[src/rtl/mem_bus_arbiter.sv]
// Three-way arbiter (icache, dcache, retire buffer) for a single tagged memory port.
// Tracks accepted tags so completions are routed back to the requester that issued them.
module mem_bus_arbiter #(
  parameter int STARVE_LIMIT = 4,
  parameter int NUM_TAGS     = 16,
  localparam int TAG_W       = $clog2(NUM_TAGS)
) (
  input  logic             clock,
  input  logic             reset,
  input  logic [1:0]       ic_command,
  input  logic [63:0]      ic_addr,
  input  logic [1:0]       dc_command,
  input  logic [63:0]      dc_addr,
  input  logic [1:0]       rb_command,
  input  logic [63:0]      rb_addr,
  input  logic [63:0]      rb_data,
  input  logic             rb_full,
  output logic [TAG_W-1:0] ic_response,
  output logic [TAG_W-1:0] dc_response,
  output logic [TAG_W-1:0] rb_response,
  output logic [TAG_W-1:0] ic_tag,
  output logic [TAG_W-1:0] dc_tag,
  output logic [TAG_W-1:0] rb_tag,
  output logic [63:0]      ic_data,
  output logic [63:0]      dc_data,
  output logic [1:0]       proc2mem_command,
  output logic [63:0]      proc2mem_addr,
  output logic [63:0]      proc2mem_data,
  input  logic [TAG_W-1:0] mem2proc_response,
  input  logic [TAG_W-1:0] mem2proc_tag,
  input  logic [63:0]      mem2proc_data,
  output logic [1:0]       grant_owner,
  output logic [4:0]       outstanding,
  output logic             tag_err
);
  localparam logic [1:0] BUS_NONE = 2'd0;
  localparam logic [1:0] OWN_NONE = 2'd0;
  localparam logic [1:0] OWN_IC   = 2'd1;
  localparam logic [1:0] OWN_DC   = 2'd2;
  localparam logic [1:0] OWN_RB   = 2'd3;
  localparam logic [2:0] LIMIT    = 3'(STARVE_LIMIT);

  // Handshake: a requester presents command/addr(/data) and holds them stable
  // while valid (command != BUS_NONE); the transfer completes in the cycle its
  // *_response is nonzero, after which it may drop or present a new request.
  typedef enum logic {LK_IDLE, LK_HELD} lock_state_t;

  lock_state_t      lock_state, lock_next;
  logic [1:0]       lock_owner, lock_owner_next;
  logic [2:0]       ic_starve, dc_starve, rb_starve;
  logic [NUM_TAGS-1:0] valid, valid_next;
  logic [1:0]       owner [NUM_TAGS];
  logic [1:0]       owner_next [NUM_TAGS];
  logic [4:0]       outstanding_next;
  logic             ic_pend, dc_pend, rb_pend, grant_pend, accepted;
  logic [1:0]       grant, comp_owner;
  logic             tag_miss;

  assign ic_pend = (ic_command != BUS_NONE);
  assign dc_pend = (dc_command != BUS_NONE);
  assign rb_pend = (rb_command != BUS_NONE);

  always_comb begin
    grant = OWN_NONE;
    if (lock_state == LK_HELD)               grant = lock_owner;
    else if (dc_pend && dc_starve >= LIMIT)  grant = OWN_DC;
    else if (rb_pend && rb_starve >= LIMIT)  grant = OWN_RB;
    else if (ic_pend && ic_starve >= LIMIT)  grant = OWN_IC;
    else if (rb_pend && rb_full)             grant = OWN_RB;
    else if (dc_pend)                        grant = OWN_DC;
    else if (rb_pend)                        grant = OWN_RB;
    else if (ic_pend)                        grant = OWN_IC;
  end

  always_comb begin
    grant_pend       = 1'b0;
    proc2mem_command = BUS_NONE;
    proc2mem_addr    = '0;
    proc2mem_data    = '0;
    case (grant)
      OWN_IC: begin grant_pend = ic_pend; proc2mem_command = ic_command; proc2mem_addr = ic_addr; end
      OWN_DC: begin grant_pend = dc_pend; proc2mem_command = dc_command; proc2mem_addr = dc_addr; end
      OWN_RB: begin
        grant_pend = rb_pend; proc2mem_command = rb_command;
        proc2mem_addr = rb_addr; proc2mem_data = rb_data;
      end
      default: ;
    endcase
  end

  assign accepted    = grant_pend && (mem2proc_response != '0);
  assign grant_owner = grant;
  assign ic_response = (grant == OWN_IC) ? mem2proc_response : '0;
  assign dc_response = (grant == OWN_DC) ? mem2proc_response : '0;
  assign rb_response = (grant == OWN_RB) ? mem2proc_response : '0;

  // Lock holds the port for a grantee the memory has not yet accepted.
  always_comb begin
    lock_next       = lock_state;
    lock_owner_next = lock_owner;
    case (lock_state)
      LK_IDLE: if (grant_pend && mem2proc_response == '0) begin
        lock_next       = LK_HELD;
        lock_owner_next = grant;
      end
      LK_HELD: if (!grant_pend || mem2proc_response != '0) lock_next = LK_IDLE;
      default: lock_next = LK_IDLE;
    endcase
  end

  always_comb begin
    comp_owner = OWN_NONE;
    tag_miss   = 1'b0;
    if (mem2proc_tag != '0) begin
      if (valid[mem2proc_tag]) comp_owner = owner[mem2proc_tag];
      else                     tag_miss   = 1'b1;
    end
  end

  assign ic_tag  = (comp_owner == OWN_IC) ? mem2proc_tag  : '0;
  assign dc_tag  = (comp_owner == OWN_DC) ? mem2proc_tag  : '0;
  assign rb_tag  = (comp_owner == OWN_RB) ? mem2proc_tag  : '0;
  assign ic_data = (comp_owner == OWN_IC) ? mem2proc_data : '0;
  assign dc_data = (comp_owner == OWN_DC) ? mem2proc_data : '0;

  // Clear before set so a same-cycle reissue of a completing tag keeps the entry.
  always_comb begin
    valid_next = valid;
    owner_next = owner;
    if (comp_owner != OWN_NONE) valid_next[mem2proc_tag] = 1'b0;
    if (accepted) begin
      valid_next[mem2proc_response] = 1'b1;
      owner_next[mem2proc_response] = grant;
    end
    outstanding_next = '0;
    for (int i = 0; i < NUM_TAGS; i++) outstanding_next = outstanding_next + 5'(valid_next[i]);
  end

  function automatic logic [2:0] starve_next(input logic pend, input logic granted,
                                             input logic acc, input logic [2:0] cnt);
    if (!pend || (granted && acc)) return 3'd0;
    if (!granted) return (cnt == 3'd7) ? cnt : cnt + 3'd1;
    return cnt;
  endfunction

  always_ff @(posedge clock or negedge reset) begin
    if (!reset) begin
      lock_state  <= LK_IDLE;
      lock_owner  <= OWN_NONE;
      ic_starve   <= '0;
      dc_starve   <= '0;
      rb_starve   <= '0;
      valid       <= '0;
      for (int i = 0; i < NUM_TAGS; i++) owner[i] <= OWN_NONE;
      outstanding <= '0;
      tag_err     <= 1'b0;
    end else begin
      lock_state  <= lock_next;
      lock_owner  <= lock_owner_next;
      ic_starve   <= starve_next(ic_pend, grant == OWN_IC, accepted, ic_starve);
      dc_starve   <= starve_next(dc_pend, grant == OWN_DC, accepted, dc_starve);
      rb_starve   <= starve_next(rb_pend, grant == OWN_RB, accepted, rb_starve);
      valid       <= valid_next;
      owner       <= owner_next;
      outstanding <= outstanding_next;
      if (tag_miss) tag_err <= 1'b1;
    end
  end
endmodule

[config.mk]
export PLATFORM = sky130hd
export DESIGN_NAME = mem_bus_arbiter
export DESIGN_NICKNAME = d
export VERILOG_FILES = /design/src/rtl/mem_bus_arbiter.sv
export SDC_FILE = /design/constraint.sdc
export NUM_CORES = 1
export LEC_CHECK = 0
export CORE_AREA = 10 10 238 240
export DETAILED_ROUTE_END_ITERATION = 8
export DIE_AREA = 0 0 248 250
export GPL_TIMING_DRIVEN = 1
export PLACE_DENSITY_LB_ADDON = 0.2
export SLEW_MARGIN = 20
export SYNTH_ARGS = -nofsm -noshare
export SYNTH_HDL_FRONTEND = slang
export SYNTH_SLANG_ARGS = --single-unit
[constraint.sdc]
create_clock -name clock -period 5.1 [get_ports clock]
set_input_delay 1.275 -clock clock [delete_from_list [all_inputs] [get_ports clock]]
set_output_delay 1.275 -clock clock [all_outputs]
set_load 0.03 [all_outputs]
==> summary.md, run 1 <==
| Metric | Value |
|---|---|
| Register Area | `1650 um2` |
| Number of flops mapped to enable cells by yosys | `0` |
| Layout cell share with drive strength beyond 1 | `~36%` |
| Final Hold Viols | `0` |
| Largest net degree at the start of global routing | `a little over 80` |
| Vias in the first global route | `10000` |
| RR Startpoint | `lock_state` |
| Hpwl dp | `48.9 mm` |
| Net Sw Power | `4.62 mW` |
| Setup crit start kind | `primary input` |
| Setup slack, reg-to-reg | `0.29 ns` |
| FMAX | `0.183 GHz` |
| Failing checks | `setup timing` |
| Clock Latency Late Sink | `0.35 ns` |
| Final setup fails | `4` |
| #FFs+latches synth | `66` |
| Width of the die | `248 um` |
| Cell Area, Synth | `6750 um2` |
| Worst R2R End | `outstanding[1]` |
| Routed vias | `9231` |
| Minimum clock period after layout | `~5.5 ns` |
| CP endpoint kind | `register` |
| Multi-input logic area | `4880 um2` |
| GRT overflow | `0` |
| Pwr Total | `9.31 mW` |
| Static leakage | `6.98 nW` |
| Pwr per Cell Area | `599 nW/um2` |
| Worst-path fanout max | `8` |
| Starting density of the core | `13.0%` |
| Yosys warning count | `0` |
| Yosys cell types | `55` |
| RSZ-0062 raised after global routing | `yes` |
| Initial antenna violation count | `34` |
| Core area | `52000 um2` |
| Max-cap violations | `0` |
| CP required | `around 5.3 ns` |
| Num rows | `84` |
| CTS Sinks | `66` |
| Final period util | `107%` |
| Final-layout fill cell count | `5496` |
| Synth area leaders | `dfrtp_1 (24%), and2_1 (14%), mux2i_1 (11%)` |
| Critical Path End | `outstanding[1]` |
| H-tree Lvls | `3` |
| VDD IR max | `about 0.66 mV` |
| Drc violations | `0` |
| Final Skew | `0.00854 ns` |
| DIE HEIGHT | `250 um` |
| Syn avg cell area | `8.25 um2` |
| Synth Net Count | `between 1000 and 1500` |
| DR WL/cell | `around 25 um` |
| IO Pins | `627` |
| Async S/R FF share, synth | `100%` |
| Status | `finished with violations` |
| Hold crit path type | `reg2reg` |
| Yosys top cell area share | `24.5%` |
| Worst R2R Path Depth | `18` |
| ANT nets after route | `0` |
| Number of I/O port buffers | `between 600 and 700` |
| CTS buffer count | `9` |
| Clock Pin Slew Worst Setup and Hold Paths | `0.06 ns` |
| Final WL | `about 56 mm` |
| Top-count cell post-synth | `and2_1` |
| Sequential Power Share | `between 10% and 20%` |
| P_int | `4.69 mW` |
| First-pass GRT wire length | `roughly 77 mm` |
| Relative slew slack | `52.3%` |
| Full die area | `between 60000 and 70000 um2` |
| Critical Path Start | `dc_command[0]` |
| Max Root-Sink Buffers | `2` |
| Comb power frac | `82.9%` |
| Top_reg_cell synth | `dfrtp_1` |
| WP data arrival | `5.71 ns` |
| Net Sw Frac | `49.6%` |
| Area Overhead vs Synth | `130%` |
| Worst hold slack | `~0.38 ns` |
| Pre-Repair DR Iteration Count | `4` |
| Synth area leader | `dfrtp_1` |
| CTS tree | `done` |
| Critical path type | `in2reg` |
| GP Congestion | `0.859` |
| Via density | `4.11` |
| Slew @ Worst Pin | `just over 0.7 ns` |
| Post-Syn Instances | `818` |
| Seq/Total Area, Yosys | `roughly a quarter` |
| Clock share of power | `under 10%` |
| GRT Util Overall | `17.2%` |
| 1st-iter DRT viols | `393` |
| Final nets | `roughly 1900` |
| Crit path setup slack, layout | `-0.372 ns` |
| Hold path start | `valid[0]` |
| List of most frequent post-synthesis cells | `and2_1 (149), nand2_1 (103), o21ai_0 (86)` |
| TNS Setup | `-1.37 ns` |
| CTS root buf | `clkbuf_16` |
| Final Max Tran Viols | `0` |
[per-layer routing]
layer  up-vias  global-route usage (%)  share of wire (%)
met5         -                       0              0.023
met4         2                    5.12                2.3
met3        73                    6.51                 11
met2       505                    34.0                 55
met1      4350                    15.7                 32
li1       4301                       -                  -
[layout make-up]
class / count / share of cell area, %
well taps: 688 / 5.54
multi-input cells: 661 / 31.4
repair buffers: 784 / 50.0
inverters: 19 / 0.459
clock inverters: 6 / 0.274
diodes: 13 / 0.209
flip-flops and latches: 66 / 10.6
clock buffers: 10 / 1.54
[timing repair]
item                       in CTS  in global routing
resized for setup              81                 21
setup endpoints to repair     112                 10
hold endpoints to repair        0                  0
hold buffers                    0                  0
setup buffers                  38                  5
gates cloned                    2                  0
pin swaps                      32                 18
[sequential cells by signal (all words and copies together), names as in the netlist]
signal	count
rb_starve	3
dc_starve	3
valid	16
lock_state	1
owner	32
lock_owner	2
ic_starve	3
outstanding	5
tag_err	1
[worst max-delay path: stages]
cell	delay (ns)
buf_6	0.09
or2_4	0.25
and2_1	0.18
o31a_4	0.34
mux2_4	0.29
buf_6	0.12
nand3_4	0.07
and2_4	0.15
fa_1	0.55
inv_2	0.05
fa_1	0.47
fa_1	0.56
inv_2	0.04
fa_1	0.46
inv_2	0.08
ha_4	0.13
inv_2	0.03
fa_2	0.52
inv_2	0.03
[cell families (layout without fill, tap and decap cells)]
kind of cell	Yosys count	in the layout	share of synthesized area [%]
AND/OR/NAND/NOR	394	394	32.3
AO/OA/AOI/OAI	139	139	13.0
multiplexers	105	105	18.4
buffers and inverters	91	819	6.56
flip-flops	66	66	24.5
adder cells (fa/ha/maj)	21	21	5.00
XOR/XNOR	2	2	0.260
other	0	13	0
[how the worst min path moves through the flow]
stage               slack, ns         to  depth (start not counted)
CTS                      0.38   valid[0]                          0
finish                   0.38   valid[0]                          0
global route             0.41   valid[0]                          0
global placement         0.37   valid[0]                          0
detailed placement       0.37   valid[0]                          0
floorplan                0.42  owner[30]                          1
[metrics by stage]
| stage | area, um2 | util (%) | setup slack (ns) | std cells |
|---|---|---|---|---|
| 6_report | 15600 | 29.9 | -0.372 | 2247 |
| 5_1_grt | 15500 | 29.9 | -0.520 | 2241 |
| 4_1_cts | 15500 | 29.8 | -0.463 | 2235 |
| 3_5_place_dp | 14700 | 28.3 | -1.29 | 2179 |
| 3_3_place_gp | 14700 | 28.3 | -1.28 | 2179 |
| 2_1_floorplan | 6820 | - | -0.574 | 818 |
[power by group through the flow]
| stage | sequential, mW | clock [mW] | combinational (mW) |
|---|---|---|---|
| after global routing | 1.01 | 0.633 | 8.41 |
| after global placement | 0.996 | 0 | 7.57 |
| final | 0.992 | 0.597 | 7.72 |
| after detailed placement | 0.988 | 0 | 7.63 |
| after floorplan | 0.928 | 0 | 4.28 |
| after CTS | 0.986 | 0.608 | 7.86 |
[layout by cell type (no fill, tap or decap), types with 4 or more instances in the layout]
cell and instances:
mux4_2 13, mux2i_1 72, inv_2 8, or2_2 4, buf_12 78, nand3_2 4
nand2_1 99, nand4_1 4, and3_1 78, a22o_1 9, and2_4 4, buf_4 354
nand2_2 7, nand3_4 4, nand2b_1 7, nor2_1 14, o32ai_1 6, mux2_1 5
o211ai_1 5, o21ai_1 5, clkbuf_16 9, ha_1 10, diode_2 13, and2_1 145
clkdlybuf4s50_1 331, buf_6 11, mux2_2 12, dfrtp_1 66, fa_1 8, inv_1 11
nor2b_1 4, o21ai_0 80, o2bb2ai_1 6, buf_2 5
(Power assumes the default switching activity.)
==> run 2: changes to the inputs <==
==> constraint.sdc (replaced) <==
create_clock -name clock -period 7.04 [get_ports clock]
set_input_delay 1.76 -clock clock [delete_from_list [all_inputs] [get_ports clock]]
set_output_delay 1.76 -clock clock [all_outputs]
set_load 0.03 [all_outputs]
==> run 2 against run 1 <==
  * The run now ends clean
  * Combinational power shrank 37%
  * Via count shrank 7.7%
  * Largest cell class unchanged
  * Design area shrank 9.1%
  * Count of clock-buffer cells in the layout is the same
  * Clock power shrank 17%
  * Sequential cell count is the same
  * Power shrank 35%
  * Sequential power shrank 28%
  * Setup slack gained 0.81 ns
  * Hold slack gained 0.0087 ns
  * Core utilization shrank 2.7 points
  * Register-to-register slack gained 1.9 ns
==> summary.md, run 2 (synthesis results as in run 1) <==
| Metric | Value |
|---|---|
| ANT nets after route | `0 (unchanged)` |
| WP data arrival | `6.87 ns (+1.16 ns)` |
| Drc violations | `0 (unchanged)` |
| CP endpoint kind | `register` |
| Vias in the first global route | `9024 (-10%)` |
| CP required | `7.31 ns (+1.97 ns)` |
| 1st-iter DRT viols | `477 (+21%)` |
| Number of I/O port buffers | `626 (unchanged)` |
| Core area | `52000 um2 (unchanged)` |
| Final setup fails | `0 (-4)` |
| Static leakage | `6.16 nW (-12%)` |
| Final nets | `1782 (-6.2%)` |
| Layout cell share with drive strength beyond 1 | `23.5% (-12 points)` |
| Design area | `14100 um2 (-9.1%)` |
| CTS tree | `done` |
| DIE HEIGHT | `250 um (unchanged)` |
| Hold path start | `valid[0]` |
| Num rows | `84 (unchanged)` |
| RSZ-0062 raised after global routing | `no` |
| Multi-input logic area | `4680 um2 (-4.2%)` |
| CP delay by family, top | `adder cells` |
| Final period util | `approximately 94%` |
| Full die area | `62000 um2 (unchanged)` |
| Relative slew slack | `40.4% (-12 points)` |
| Area Overhead vs Synth | `109%` |
| Setup crit start kind | `primary input` |
| GRT Util Overall | `14.4% (-2.8 points)` |
| Max incr delay on CP | `0.52 ns (-0.04 ns)` |
| Largest net degree at the start of global routing | `76 (-8.4%)` |
| IO Pins | `627 (unchanged)` |
| Pre-CTS setup slack | `0.117 ns (+1.41 ns)` |
| Critical Path Start | `mem2proc_tag[0]` |
| Clock Pin Slew Worst Setup and Hold Paths | `0.06 ns (about the same)` |
| Area after DPL | `13800 um2 (-6.4%)` |
| CP max-delay cell | `clkdlybuf4s50_1` |
| VDD IR max | `0.302 mV (-54%)` |
| Width of the die | `248 um (unchanged)` |
| Crit-path most repeated cell | `fa_1` |
| CTS Sinks | `66 (unchanged)` |
| Slew @ Worst Pin | `0.884 ns (+0.174 ns)` |
| Hpwl dp | `41.1 mm (-16%)` |
| CTS root buf | `clkbuf_16` |
| Resized Gates After CTS | `0 (-100%)` |
| CP Cell Sequence | `clkdlybuf4s50_1, buf_12, mux4_2, a22oi_1, nand3_1, o2111ai_1, o21ai_0, and2_1, fa_1, inv_1, fa_1, fa_1, inv_1, fa_1, inv_1, ha_1, inv_1, fa_1, nor2b_1, o21a_1` |
| Most common cell after layout, fill and taps aside | `clkdlybuf4s50_1` |
| Starting density of the core | `13.0% (unchanged)` |
| First-pass GRT wire length | `66.1 mm (-14%)` |
| Post-CTS setup buffers | `0 (-100%)` |
| CTS buffer count | `9 (unchanged)` |
| Final Skew | `0.0117 ns (+0.00316 ns)` |
| Final Hold Viols | `0 (unchanged)` |
| GP Congestion | `0.859 (about the same)` |
| Minimum clock period after layout | `6.60 ns` |
| Final-layout fill cell count | `5587 (+1.7%)` |
| Pre-Repair DR Iteration Count | `4 (unchanged)` |
| Max Root-Sink Buffers | `2 (unchanged)` |
| RR Startpoint | `owner[16]` |
| Hold crit path type | `reg2reg` |
| Cts hold-fix bufs | `0 (unchanged)` |
| Pwr Total | `6.05 mW (-35%)` |
| Non-Filler Instances | `2125 (-5.4%)` |
| TNS Setup | `0 ns (+1.37 ns)` |
| Crit path setup slack, layout | `0.439 ns (+0.811 ns)` |
| Status | `finished, final reports clean` |
| Pwr per Cell Area | `428 nW/um2 (-29%)` |
| GRT overflow | `0 (unchanged)` |
| DR WL/cell | `22.4 um (-10%)` |
| Max reg flops | `32 (unchanged)` |
| Register Area | `1650 um2 (unchanged)` |
| FMAX | `0.152 GHz` |
| Worst-path fanout max | `9 (+1)` |
| H-tree Lvls | `3 (unchanged)` |
| Most flops, register | `owner` |
| Clock Latency Late Sink | `0.33 ns (-0.02 ns)` |
| Largest regs | `owner (32), valid (16), outstanding (5)` |
| Commonest non-fill, non-tap cells in the layout | `clkdlybuf4s50_1 (396), buf_4 (229), and2_1 (149)` |
| Crit path buf inv count | `6 (-1)` |
| Worst hold slack | `0.386 ns (+0.00868 ns)` |
| Final Max Tran Viols | `0 (unchanged)` |
| Fin util | `27.2% (-2.7 points)` |
| Critical path type | `in2reg` |
| Initial antenna violation count | `17 (-50%)` |
| Routed vias | `8523 (-7.7%)` |
| Via density | `4.01 (-2.4%)` |
| Max-cap violations | `0 (unchanged)` |
| DP Cell Count | `2101 (-3.6%)` |
| Final WL | `47.7 mm (-15%)` |
## run 2: cell count changes in the layout (fill, tap and decap cells not counted), moves of 11 or more
cell	delta
buf_6	-11
clkdlybuf4s50_1	+65
buf_4	-125
buf_12	-39
## run 2: final timing paths
| path | endpoint | slack (ns) | cells after the start |
|---|---|---|---|
| setup / recovery | outstanding[4] | 0.44 | 20 |
| hold / removal | valid[0] | 0.39 | 0 |
| setup reg to reg | outstanding[4] | 2.17 | 18 |
| hold reg to reg | valid[0] | 0.39 | 0 |
| max in group asynchronous | ic_starve[0] | 4.82 | 2 |
| min in group asynchronous | outstanding[0] | 1.63 | 2 |
## run 2: layout make-up
type	count	area share, %
clock buffers	10	1.69
repair buffers	667	46.1
diodes	8	0.142
well taps	688	6.09
inverters	19	0.504
clock inverters	6	0.637
flip-flops and latches	66	11.7
multi-input cells	661	33.1
## run 2: where the power goes
group          leakage [nW]  total (mW)  internal (mW)  switching [mW]
Clock                 0.159       0.495          0.320           0.174
Sequential            0.774       0.711          0.578           0.133
Combinational          5.22        4.84           2.11            2.73
## run 2: per-layer routing
| layer | global-route usage (%) | wire, um |
|---|---|---|
| met5 | 0 | 13 |
| met1 | 14.5 | 16400 |
| met4 | 3.12 | 1010 |
| met2 | 27.6 | 25800 |
| met3 | 4.91 | 4480 |
## run 2: worst reg2reg max path: cells and delay by family, from the launching register on
family / cells / cell delay (ns)
compound gates: 4 / 0.81
buf+inv: 4 / 0.22
flops: 1 / 0.41
simple gates: 3 / 0.44
mux: 1 / 0.47
fa+ha+maj: 6 / 2.45
==> run 3: changes to the inputs <==
--- a/config.mk
+++ b/config.mk
@@ -5,9 +5,11 @@
 export SDC_FILE = /design/constraint.sdc
 export NUM_CORES = 1
 export LEC_CHECK = 0
+export CAP_MARGIN = 5
 export CORE_AREA = 10 10 238 240
 export DETAILED_ROUTE_END_ITERATION = 8
 export DIE_AREA = 0 0 248 250
+export GPL_ROUTABILITY_DRIVEN = 0
 export GPL_TIMING_DRIVEN = 1
 export PLACE_DENSITY_LB_ADDON = 0.2
 export SLEW_MARGIN = 20
==> constraint.sdc (replaced) <==
create_clock -name clock -period 6.8 [get_ports clock]
set_input_delay 1.7 -clock clock [delete_from_list [all_inputs] [get_ports clock]]
set_output_delay 1.7 -clock clock [all_outputs]
set_load 0.03 [all_outputs]
==> run 3 against run 2 <==
  * Routed wire length up 0.38%
  * Clock power about the same
  * Sequential share of layout area down 0.062 points
  * Critical path type unchanged
  * Largest power group unchanged
==> summary.md, run 3 (synthesis results as in run 1) <==
| Metric | Value |
|---|---|
| Status | `finished, final reports clean` |
| Max-cap violations | `0 (unchanged)` |
| CP max-delay cell | `clkdlybuf4s50_1` |
| Worst hold slack | `0.388 ns (+0.00142 ns)` |
| Largest net degree at the start of global routing | `75 (-1.3%)` |
| Slew @ Worst Pin | `0.896 ns (+0.0120 ns)` |
| IO Pins | `627 (unchanged)` |
| Crit-path most repeated cell | `fa_1` |
| Number of I/O port buffers | `626 (unchanged)` |
| RSZ-0062 raised after global routing | `no` |
| Setup crit start kind | `primary input` |
| Final period util | `between 90 and 100%` |
| Final Skew | `0.0110 ns (-0.000738 ns)` |
| Static leakage | `6.20 nW (+0.76%)` |
| Cts hold-fix bufs | `0 (unchanged)` |
| Final WL | `47.9 mm (+0.38%)` |
| FMAX | `between 0.15 and 0.2 GHz` |
| Max incr delay on CP | `0.52 ns (about the same)` |
| Routed vias | `8695 (+2.0%)` |
| Fin util | `27.3% (+0.14 points)` |
| Final Max Tran Viols | `0 (unchanged)` |
| First-pass GRT wire length | `66.6 mm (+0.71%)` |
| Largest regs | `owner (32), valid (16), outstanding (5)` |
| Pre-CTS setup slack | `-0.0906 ns (-0.207 ns)` |
| Via density | `4.07 (+1.5%)` |
| Hold crit path type | `reg2reg` |
| CTS root buf | `clkbuf_16` |
| Initial antenna violation count | `17 (unchanged)` |
| Crit path buf inv count | `6 (unchanged)` |
| CTS buffer count | `9 (unchanged)` |
| Clock Pin Slew Worst Setup and Hold Paths | `0.07 ns (about the same)` |
| Setup slack, reg-to-reg | `1.96 ns (-0.21 ns)` |
| Starting density of the core | `13.0% (unchanged)` |
| Relative slew slack | `40.3% (-0.18 points)` |
| Post-CTS setup buffers | `0 (unchanged)` |
| CP delay by family, top | `adder cells` |
| CP required | `7.09 ns (-0.22 ns)` |
| Area Overhead vs Synth | `111%` |
| Final nets | `1793 (+0.62%)` |
| VDD IR max | `0.263 mV (-13%)` |
| DIE HEIGHT | `250 um (unchanged)` |
| Num rows | `84 (unchanged)` |
| H-tree Lvls | `3 (unchanged)` |
| Hold path start | `valid[0]` |
| GRT Util Overall | `14.5% (+0.078 points)` |
| Layout cell share with drive strength beyond 1 | `24.3% (+0.79 points)` |
| Pre-Repair DR Iteration Count | `5 (+1)` |
| Core area | `52000 um2 (unchanged)` |
| Width of the die | `248 um (unchanged)` |
| Full die area | `62000 um2 (unchanged)` |
| DR WL/cell | `22.4 um (-0.14%)` |
| Pwr per Cell Area | `450 nW/um2 (+5.1%)` |
| Most common cell after layout, fill and taps aside | `clkdlybuf4s50_1` |
| Hpwl dp | `41.1 mm (about the same)` |
| WP data arrival | `6.77 ns (-0.10 ns)` |
| Worst R2R End | `outstanding[4]` |
| Hold path endpoint | `valid[0]` |
| 1st-iter DRT viols | `438 (-8.2%)` |
| Clock Latency Late Sink | `0.34 ns (about the same)` |
| CP endpoint kind | `register` |
| Worst-path fanout max | `9 (unchanged)` |
| Crit path setup slack, layout | `0.317 ns (-0.123 ns)` |
| Final Hold Viols | `0 (unchanged)` |
| Max reg flops | `32 (unchanged)` |
| Worst R2R Path Depth | `18 (unchanged)` |
| Commonest non-fill, non-tap cells in the layout | `clkdlybuf4s50_1 (394), buf_4 (241), and2_1 (149)` |
| Max Root-Sink Buffers | `2 (unchanged)` |
| Worst Hold Depth | `0 (unchanged)` |
| CTS Sinks | `66 (unchanged)` |
| CTS tree | `done` |
| Critical path type | `in2reg` |
| GRT overflow | `0 (unchanged)` |
| RR Startpoint | `lock_state` |
| Final setup fails | `0 (unchanged)` |
| Final-layout fill cell count | `5616 (+0.52%)` |
| Drc violations | `0 (unchanged)` |
| Minimum clock period after layout | `6.48 ns` |
| Most flops, register | `owner` |
| Vias in the first global route | `9176 (+1.7%)` |
| Pwr Total | `6.39 mW (+5.6%)` |
| ANT nets after route | `0 (unchanged)` |
| CP Cell Sequence | `clkdlybuf4s50_1, buf_12, mux4_2, a22oi_1, nand3_1, o2111ai_2, o21ai_0, and2_1, fa_1, inv_1, fa_1, fa_1, inv_1, fa_1, inv_1, ha_1, inv_1, fa_1, nor2b_1, o21a_1` |
run 3: power breakdown:
| group | internal (mW) | switching (mW) | total [mW] | leakage, nW |
|---|---|---|---|---|
| Sequential | 0.598 | 0.144 | 0.743 | 0.774 |
| Clock | 0.290 | 0.203 | 0.493 | 0.145 |
| Combinational | 2.29 | 2.87 | 5.15 | 5.28 |
run 3: how the worst max path moves through the flow:
stage / to / cells past startpoint / from
2_1_floorplan: outstanding[4] / 19 / dc_command[0]
3_3_place_gp: outstanding[4] / 20 / mem2proc_tag[0]
3_5_place_dp: outstanding[4] / 20 / mem2proc_tag[0]
4_1_cts: outstanding[4] / 20 / mem2proc_tag[0]
5_1_grt: outstanding[3] / 19 / ic_command[1]
6_report: outstanding[4] / 20 / mem2proc_tag[0]
run 3: worst reg2reg max path: cells and delay by family (launching register included):
| family | cells | cell delay (ns) |
|---|---|---|
| flip-flops | 1 | 0.56 |
| AND/OR/NAND/NOR | 3 | 0.46 |
| adder cells (fa/ha/maj) | 6 | 2.57 |
| buffers and inverters | 4 | 0.24 |
| multiplexers | 1 | 0.27 |
| AO/OA/AOI/OAI | 4 | 0.70 |
run 3: per-layer routing:
metal | share of wire, % | track usage, % | vias to the layer above
met5 | 0.027 | 0 | -
met4 | 1.5 | 3.82 | 2
met3 | 8.7 | 4.75 | 40
met2 | 55 | 27.7 | 406
met1 | 35 | 14.5 | 4139
li1 | - | - | 4108
run 3: timing repair:
item | in CTS | in global routing
hold endpoints to repair | 0 | 0
endpoints found under the setup margin | 0 | 4
resized for setup | 0 | 1
run 3: metrics by stage:
stage,TNS [ns],area (um2),cells
global placement,-0.0298,13800,2110
global route,0,14200,2135
CTS,0,14200,2128
finish,0,14200,2136
floorplan,0,6750,818
detailed placement,-0.254,13900,2112
run 3: area by class of cell:
| type | count | area (um2) | share of cell area, % |
|---|---|---|---|
| Antenna cell | 8 | 20.0 | 0.141 |
| Clock buffer | 9 | 225 | 1.58 |
| Clock inverter | 7 | 82.6 | 0.581 |
| Inverter | 19 | 71.3 | 0.502 |
| Multi-Input combinational cell | 661 | 4690 | 33.0 |
| Sequential cell | 66 | 1650 | 11.6 |
| Tap cell | 688 | 861 | 6.06 |
| Timing Repair Buffer | 678 | 6610 | 46.5 |
